**config.mk**
```make
export PLATFORM = sky130hd
export DESIGN_NAME = pb_audio_port
export DESIGN_NICKNAME = d
export VERILOG_FILES = /design/src/rtl/pb_audio_pkg.sv /design/src/rtl/pb_sample_fifo.sv /design/src/rtl/pb_audio_port.sv
export SDC_FILE = /design/constraint.sdc
export NUM_CORES = 1
export LEC_CHECK = 0
export CORE_ASPECT_RATIO = 0.5
export CORE_MARGIN = 2
export CORE_UTILIZATION = 60
export DETAILED_ROUTE_END_ITERATION = 10
export PLACE_DENSITY = 0.88
export SYNTH_ARGS = -nofsm -noshare
export SYNTH_HDL_FRONTEND = slang
export SYNTH_SLANG_ARGS = --single-unit
```
**constraint.sdc**
```tcl
create_clock -name clk -period 11.2 [get_ports clk]
set_clock_uncertainty 0.05 [all_clocks]
set_input_delay 2.24 -clock clk [delete_from_list [all_inputs] [get_ports clk]]
set_output_delay 2.24 -clock clk [all_outputs]
set_load 0.03 [all_outputs]
```
**src/rtl/pb_audio_pkg.sv**
```systemverilog
// Shared constants for the PicoBlaze audio port: register offsets, CTRL/STATUS
// bit positions and the sample width.
package pb_audio_pkg;

    localparam int SAMPLE_W = 16;

    // Read offsets
    localparam logic [2:0] OFF_STATUS     = 3'd0;
    localparam logic [2:0] OFF_REC_LO     = 3'd1;
    localparam logic [2:0] OFF_REC_HI     = 3'd2;
    localparam logic [2:0] OFF_PLAY_COUNT = 3'd3;
    localparam logic [2:0] OFF_REC_COUNT  = 3'd4;
    localparam logic [2:0] OFF_CTRL_RD    = 3'd5;

    // Write offsets
    localparam logic [2:0] OFF_PLAY_LO    = 3'd0;
    localparam logic [2:0] OFF_PLAY_HI    = 3'd1;
    localparam logic [2:0] OFF_CTRL       = 3'd2;
    localparam logic [2:0] OFF_FLAG_CLR   = 3'd3;

    localparam int CTRL_PLAY_EN     = 0;
    localparam int CTRL_REC_EN      = 1;
    localparam int CTRL_IRQ_PLAY_EN = 2;
    localparam int CTRL_IRQ_REC_EN  = 3;

    localparam int ST_PLAY_EMPTY = 0;
    localparam int ST_PLAY_FULL  = 1;
    localparam int ST_REC_EMPTY  = 2;
    localparam int ST_REC_FULL   = 3;
    localparam int ST_PLAY_OVF   = 4;
    localparam int ST_REC_OVF    = 5;

    localparam int CLR_PLAY_OVF = 0;
    localparam int CLR_REC_OVF  = 1;

endpackage

```
**src/rtl/pb_sample_fifo.sv**
```systemverilog
// Single-clock sample FIFO with combinational head output. A pop on a full FIFO
// frees the slot for a same-cycle push; a pop on an empty FIFO is ignored.
module pb_sample_fifo #(
    parameter int DW = 16,
    parameter int AW = 4
) (
    input  logic          clk,
    input  logic          reset,
    input  logic          push,
    input  logic          pop,
    input  logic [DW-1:0] din,
    output logic [DW-1:0] dout,
    output logic          full,
    output logic          empty,
    output logic [AW:0]   count
);

    localparam logic [AW:0] DEPTH = {1'b1, {AW{1'b0}}};

    logic [DW-1:0] mem_q [0:(1<<AW)-1];
    logic [AW-1:0] wr_ptr_q, wr_ptr_d;
    logic [AW-1:0] rd_ptr_q, rd_ptr_d;
    logic [AW:0]   count_q, count_d;
    logic          push_eff, pop_eff;

    assign empty = (count_q == '0);
    assign full  = (count_q == DEPTH);
    assign count = count_q;
    assign dout  = mem_q[rd_ptr_q];

    always_comb begin
        pop_eff  = pop & ~empty;
        push_eff = push & (~full | pop_eff);
        wr_ptr_d = wr_ptr_q;
        rd_ptr_d = rd_ptr_q;
        count_d  = count_q;
        if (push_eff) wr_ptr_d = wr_ptr_q + AW'(1);
        if (pop_eff)  rd_ptr_d = rd_ptr_q + AW'(1);
        case ({push_eff, pop_eff})
            2'b10:   count_d = count_q + (AW+1)'(1);
            2'b01:   count_d = count_q - (AW+1)'(1);
            default: count_d = count_q;
        endcase
    end

    always_ff @(posedge clk) begin
        if (reset) begin
            wr_ptr_q <= '0;
            rd_ptr_q <= '0;
            count_q  <= '0;
        end else begin
            wr_ptr_q <= wr_ptr_d;
            rd_ptr_q <= rd_ptr_d;
            count_q  <= count_d;
        end
    end

    always_ff @(posedge clk) begin
        if (!reset && push_eff) mem_q[wr_ptr_q] <= din;
    end

endmodule

```
**src/rtl/pb_audio_port.sv**
```systemverilog
// PicoBlaze port-bus responder exposing play/record sample FIFOs, control,
// status flags and an edge-triggered interrupt to firmware.
module pb_audio_port
    import pb_audio_pkg::*;
#(
    parameter logic [7:0] BASE_ADDR  = 8'h10,
    parameter int         FIFO_AW    = 4,
    parameter int         LOW_WATER  = 4,
    parameter int         HIGH_WATER = 12
) (
    input  logic                clk,
    input  logic                reset,
    input  logic [7:0]          port_id,
    input  logic                write_strobe,
    input  logic [7:0]          out_port,
    input  logic                read_strobe,
    output logic [7:0]          in_port,
    output logic                interrupt,
    input  logic                interrupt_ack,
    output logic [SAMPLE_W-1:0] play_sample,
    output logic                play_valid,
    input  logic                play_ready,
    input  logic [SAMPLE_W-1:0] rec_sample,
    input  logic                rec_strobe
);

    localparam logic [FIFO_AW:0] LOW_WATER_C  = (FIFO_AW+1)'(LOW_WATER);
    localparam logic [FIFO_AW:0] HIGH_WATER_C = (FIFO_AW+1)'(HIGH_WATER);

    logic                hit, wr_hit, rd_hit;
    logic [2:0]          off;
    logic [7:0]          ctrl_q, ctrl_d;
    logic [7:0]          play_lo_q, play_lo_d;
    logic                play_ovf_q, play_ovf_d;
    logic                rec_ovf_q, rec_ovf_d;
    logic [7:0]          in_port_q, in_port_d;
    logic                cond_q, cond_d;
    logic                irq_q, irq_d;
    logic [7:0]          status;

    logic                play_push, play_pop, play_full, play_empty;
    logic [FIFO_AW:0]    play_count;
    logic [SAMPLE_W-1:0] play_head;
    logic                rec_push, rec_pop, rec_full, rec_empty;
    logic [FIFO_AW:0]    rec_count;
    logic [SAMPLE_W-1:0] rec_head;

    assign hit    = (port_id[7:3] == BASE_ADDR[7:3]);
    assign off    = port_id[2:0];
    assign wr_hit = write_strobe & hit;
    assign rd_hit = read_strobe & hit;

    assign play_push = wr_hit & (off == OFF_PLAY_HI);
    assign play_pop  = play_valid & play_ready;
    assign rec_push  = rec_strobe & ctrl_q[CTRL_REC_EN];
    assign rec_pop   = rd_hit & (off == OFF_REC_HI) & ~rec_empty;

    assign play_valid  = ctrl_q[CTRL_PLAY_EN] & ~play_empty;
    assign play_sample = play_head;
    assign in_port     = in_port_q;
    assign interrupt   = irq_q;

    pb_sample_fifo #(.DW(SAMPLE_W), .AW(FIFO_AW)) u_play_fifo (
        .clk   (clk),
        .reset (reset),
        .push  (play_push),
        .pop   (play_pop),
        .din   ({out_port, play_lo_q}),
        .dout  (play_head),
        .full  (play_full),
        .empty (play_empty),
        .count (play_count)
    );

    pb_sample_fifo #(.DW(SAMPLE_W), .AW(FIFO_AW)) u_rec_fifo (
        .clk   (clk),
        .reset (reset),
        .push  (rec_push),
        .pop   (rec_pop),
        .din   (rec_sample),
        .dout  (rec_head),
        .full  (rec_full),
        .empty (rec_empty),
        .count (rec_count)
    );

    always_comb begin
        status                = '0;
        status[ST_PLAY_EMPTY] = play_empty;
        status[ST_PLAY_FULL]  = play_full;
        status[ST_REC_EMPTY]  = rec_empty;
        status[ST_REC_FULL]   = rec_full;
        status[ST_PLAY_OVF]   = play_ovf_q;
        status[ST_REC_OVF]    = rec_ovf_q;
    end

    always_comb begin
        in_port_d = 8'h00;
        if (hit) begin
            case (off)
                OFF_STATUS:     in_port_d = status;
                OFF_REC_LO:     in_port_d = rec_empty ? 8'h00 : rec_head[7:0];
                OFF_REC_HI:     in_port_d = rec_empty ? 8'h00 : rec_head[15:8];
                OFF_PLAY_COUNT: in_port_d = 8'(play_count);
                OFF_REC_COUNT:  in_port_d = 8'(rec_count);
                OFF_CTRL_RD:    in_port_d = ctrl_q;
                default:        in_port_d = 8'h00;
            endcase
        end
    end

    always_comb begin
        ctrl_d     = ctrl_q;
        play_lo_d  = play_lo_q;
        play_ovf_d = play_ovf_q;
        rec_ovf_d  = rec_ovf_q;
        if (wr_hit && off == OFF_PLAY_LO) play_lo_d = out_port;
        if (wr_hit && off == OFF_CTRL)    ctrl_d    = out_port;
        if (wr_hit && off == OFF_FLAG_CLR) begin
            if (out_port[CLR_PLAY_OVF]) play_ovf_d = 1'b0;
            if (out_port[CLR_REC_OVF])  rec_ovf_d  = 1'b0;
        end
        // Overflow set comes last so it wins over a same-cycle clear
        if (play_push && play_full && !play_pop) play_ovf_d = 1'b1;
        if (rec_push && rec_full && !rec_pop)    rec_ovf_d  = 1'b1;
    end

    always_comb begin
        cond_d = (ctrl_q[CTRL_IRQ_PLAY_EN] & ctrl_q[CTRL_PLAY_EN] & (play_count <= LOW_WATER_C))
               | (ctrl_q[CTRL_IRQ_REC_EN] & ctrl_q[CTRL_REC_EN] & (rec_count >= HIGH_WATER_C));
        irq_d = irq_q;
        if (interrupt_ack)      irq_d = 1'b0;
        if (cond_d && !cond_q)  irq_d = 1'b1;
    end

    always_ff @(posedge clk) begin
        if (reset) begin
            ctrl_q     <= '0;
            play_lo_q  <= '0;
            play_ovf_q <= 1'b0;
            rec_ovf_q  <= 1'b0;
            in_port_q  <= '0;
            cond_q     <= 1'b0;
            irq_q      <= 1'b0;
        end else begin
            ctrl_q     <= ctrl_d;
            play_lo_q  <= play_lo_d;
            play_ovf_q <= play_ovf_d;
            rec_ovf_q  <= rec_ovf_d;
            in_port_q  <= in_port_d;
            cond_q     <= cond_d;
            irq_q      <= irq_d;
        end
    end

endmodule

```
==> metrics.txt <==
status finished, final reports clean; total power density per cell area 158 nW/um^2; post-synth net total 1296; final estimated routing congestion in global placement 0.870; Internal Dissipation 3.25 mW; final net count 1382; Final Cycle Share 54.6%; average cell area after synthesis 18.2 um^2; number of flops mapped to enable cells by yosys 512; maximum number of pins on one net before global-route repair 66; vias in the first global route 12653; number of antenna violations at the first check in global routing 0; Max Clock Freq 0.164 GHz; TritonCTS Buffers 48; max-cap violation count 0; area taken by multi-input logic gates 5790 um^2; number of DRC markers after the initial detailed-route iteration 1473; switching portion of total power 19.4%; part of the total power dissipated in combinational logic 1.3%; WL per Instance 28.8 um; number of warnings printed during yosys synthesis 0; clock net sink count 574; clock group share of total power 41.2%; core region area 37300 um^2; worst slew margin relative to its limit 29.3%; number of placement rows 50; Crit Reg-Reg Endpoint in_port[5]$_SDFF_PP0_; Synth area leader sky130_fd_sc_hd__edfxtp_1; #FFs+latches synth 574; relative area change from synthesis to final layout 12.7%; starting density of the core 60.8%; number of diodes 0; Worst VDD drop 0.113 mV; area of the mapped netlist 22700 um^2; Critical Path End Type output port; detailed-router iteration count before antenna repair 6; number of hold-slack violations in the final timing report 0; slew at the pin with the worst max-slew slack 1.06 ns; Worst R2R Setup Slack 7.57 ns; I/O Pins 65; share of the synthesized area in the top cell type 67.8%; HPWL after DPL 31600 um; area occupied by registers 16600 um^2; Post-route DRC 0; library cell used as clock root buffer sky130_fd_sc_hd__clkbuf_16; Setup Viol. Count Final 0; residual antenna-violating net count after detailed routing 0; Resize count post-CTS 0; most common library cell in the layout ignoring fill and taps sky130_fd_sc_hd__edfxtp_1; Buffers on Ports 64; wire length reported by the detailed router 53700 um; Die Y 141 um; most used cells in the layout excluding fill and tap cells sky130_fd_sc_hd__edfxtp_1 (512), sky130_fd_sc_hd__mux4_2 (106), sky130_fd_sc_hd__mux2i_1 (93); level count of the clock H-tree 2; Required @ worst endpoint 8.91 ns; Global Route Usage Sum 27.7%; number of setup buffers added after CTS 0; static power due to leakage 8.03 nW; class of the worst hold path reg2reg; clock transition at the registers of the reported paths 0.07 ns; RSZ-0062 raised after global routing no; proportion of layout cells with a drive suffix above 1 18.3%; final period demand of the worst path 6.11 ns; capture point of the worst path play_sample[15]; number of distinct standard cells referenced by the synthesized netlist 55; maximum fanout along the worst path 48; total congestion overflow 0; drt via density 6.72; insertion delay to the later sink of the worst-skew pair 0.58 ns; count of hold-fix buffers inserted at cts 0; Die ar. 39400 um^2; Register-to-Register Path Depth 6; share of flip-flops with an asynchronous set or reset 0%; horizontal die dimension 279 um; P_sw 0.784 mW; WP data arrival 3.82 ns; first-pass GRT wire length 79900 um; Worst Setup Path Type reg2out; maximum root-to-sink buffer count 3; PnR Total Power 4.03 mW; CP startpoint kind flip-flop; most common flop cell mapped by yosys sky130_fd_sc_hd__edfxtp_1; largest cells by area after synthesis sky130_fd_sc_hd__edfxtp_1 (68%), sky130_fd_sc_hd__mux4_2 (11%), sky130_fd_sc_hd__dfxtp_1 (5.5%), sky130_fd_sc_hd__mux2i_1 (4.1%), sky130_fd_sc_hd__a22oi_1 (1.5%); pins over their slew limit 0; Gate Count Post-Synth 1245; post-synthesis sequential area ratio 73.3%; Setup TNS Final 0 ns; Reg power frac 57.5%; total number of vias 12526; # fillers 2201; clock tree from TritonCTS done
cell families after synthesis:
family	after synthesis	synth area share, %
DFF	574	73.3
muxes	219	15.6
and+or+nand+nor	235	5.12
adders and majority gates	12	0.662
xor gates and xnor gates	12	0.464
AOI/OAI and AO/OA	113	3.43
buffers and inverters	80	1.41
flip-flops by register name (all words and copies together), names as in the netlist, named ones only:
| name | cells |
|---|---|
| u_play_fifo.wr_ptr_q | 4 |
| cond_q | 1 |
| interrupt | 1 |
| ctrl_q | 8 |
| u_rec_fifo.count | 5 |
| u_rec_fifo.mem_q | 256 |
| u_play_fifo.rd_ptr_q | 4 |
| u_rec_fifo.wr_ptr_q | 4 |
| rec_ovf_q | 1 |
| play_ovf_q | 1 |
| in_port | 8 |
| u_rec_fifo.rd_ptr_q | 4 |
| u_play_fifo.count | 5 |
| play_lo_q | 8 |
| u_play_fifo.mem_q | 256 |
final cells by class:
cell class                      instances  area share, %
Sequential cell                       574           65.0
Multi-Input combinational cell        591           22.6
Clock buffer                           67           5.30
Timing Repair Buffer                  108           3.78
Tap cell                              494           2.42
Clock inverter                         21          0.700
Inverter                                8          0.117
cells in the mapped netlist, types with 2 or more instances:
cell / number
sky130_fd_sc_hd__edfxtp_1: 512
sky130_fd_sc_hd__mux4_2: 106
sky130_fd_sc_hd__mux2i_1: 93
sky130_fd_sc_hd__nor2_1: 86
sky130_fd_sc_hd__dfxtp_1: 62
sky130_fd_sc_hd__a22oi_1: 45
sky130_fd_sc_hd__clkbuf_1: 45
sky130_fd_sc_hd__nand3_1: 45
sky130_fd_sc_hd__nand2_1: 27
sky130_fd_sc_hd__a21oi_1: 23
sky130_fd_sc_hd__mux2_2: 19
sky130_fd_sc_hd__buf_2: 15
sky130_fd_sc_hd__nor3_1: 13
sky130_fd_sc_hd__o21ai_0: 13
sky130_fd_sc_hd__buf_1: 12
sky130_fd_sc_hd__ha_1: 12
sky130_fd_sc_hd__nor2b_1: 9
sky130_fd_sc_hd__inv_1: 8
sky130_fd_sc_hd__nand4_1: 8
sky130_fd_sc_hd__nor4_1: 8
sky130_fd_sc_hd__xor2_1: 7
sky130_fd_sc_hd__a22o_1: 6
sky130_fd_sc_hd__and2_1: 5
sky130_fd_sc_hd__and3_1: 5
sky130_fd_sc_hd__nand2b_1: 5
sky130_fd_sc_hd__o21a_1: 5
sky130_fd_sc_hd__or3_1: 5
sky130_fd_sc_hd__xnor2_1: 5
sky130_fd_sc_hd__nand3b_1: 4
sky130_fd_sc_hd__a32oi_1: 3
sky130_fd_sc_hd__o31ai_1: 3
sky130_fd_sc_hd__a21boi_0: 2
sky130_fd_sc_hd__a31oi_1: 2
sky130_fd_sc_hd__nor3b_1: 2
sky130_fd_sc_hd__nor4b_1: 2
sky130_fd_sc_hd__o2111ai_1: 2
sky130_fd_sc_hd__or3b_2: 2
sky130_fd_sc_hd__or4_1: 2
worst min-delay path by stage:
stage | start | to | slack [ns] | cells past startpoint
floorplan | cond_q$_SDFF_PP0_ | interrupt$_SDFFE_PP0P_ | 0.35 | 1
global placement | cond_q$_SDFF_PP0_ | interrupt$_SDFFE_PP0P_ | 0.36 | 1
detailed placement | cond_q$_SDFF_PP0_ | interrupt$_SDFFE_PP0P_ | 0.38 | 1
CTS | cond_q$_SDFF_PP0_ | interrupt$_SDFFE_PP0P_ | 0.38 | 1
global route | cond_q$_SDFF_PP0_ | interrupt$_SDFFE_PP0P_ | 0.40 | 1
finish | cond_q$_SDFF_PP0_ | interrupt$_SDFFE_PP0P_ | 0.38 | 1
routing by layer:
layer | vias to the layer above | GRT usage, % | wire (um)
met5 | - | 0 | 0
met4 | 0 | 13.3 | 2570
met3 | 158 | 4.30 | 4190
met2 | 802 | 47.9 | 27400
met1 | 6390 | 35.0 | 19600
li1 | 5176 | - | -
power groups by stage:
| stage | Clock, mW | Combinational, mW | Sequential, mW |
|---|---|---|---|
| 4_1_cts | 1.67 | 0.0535 | 2.32 |
| 3_3_place_gp | 0 | 0.0504 | 2.37 |
| 5_1_grt | 1.74 | 0.0576 | 2.32 |
| 3_5_place_dp | 0 | 0.0531 | 2.37 |
| 6_report | 1.66 | 0.0540 | 2.32 |
| 2_1_floorplan | 0 | 0.0115 | 2.37 |
metrics by stage:
| step | worst slack, ns | std cells | utilization (%) | hold slack (ns) | instance area (um^2) |
|---|---|---|---|---|---|
| after floorplan | 5.81 | 1245 | - | 0.350 | 22700 |
| after global placement | 4.98 | 1775 | 64.4 | 0.356 | 24000 |
| after detailed placement | 4.83 | 1775 | 64.4 | 0.380 | 24000 |
| after CTS | 4.98 | 1863 | 68.6 | 0.384 | 25600 |
| after global routing | 4.88 | 1863 | 68.6 | 0.400 | 25600 |
| final | 5.09 | 1863 | 68.6 | 0.383 | 25600 |
critical path: stages (launching register included):
cell	delay (ns)
sky130_fd_sc_hd__dfxtp_4	0.57
sky130_fd_sc_hd__buf_4	0.81
sky130_fd_sc_hd__mux4_2	0.67
sky130_fd_sc_hd__mux4_2	0.53
sky130_fd_sc_hd__clkdlybuf4s50_1	0.62
Note: power is estimated with default switching activity, not from simulation.
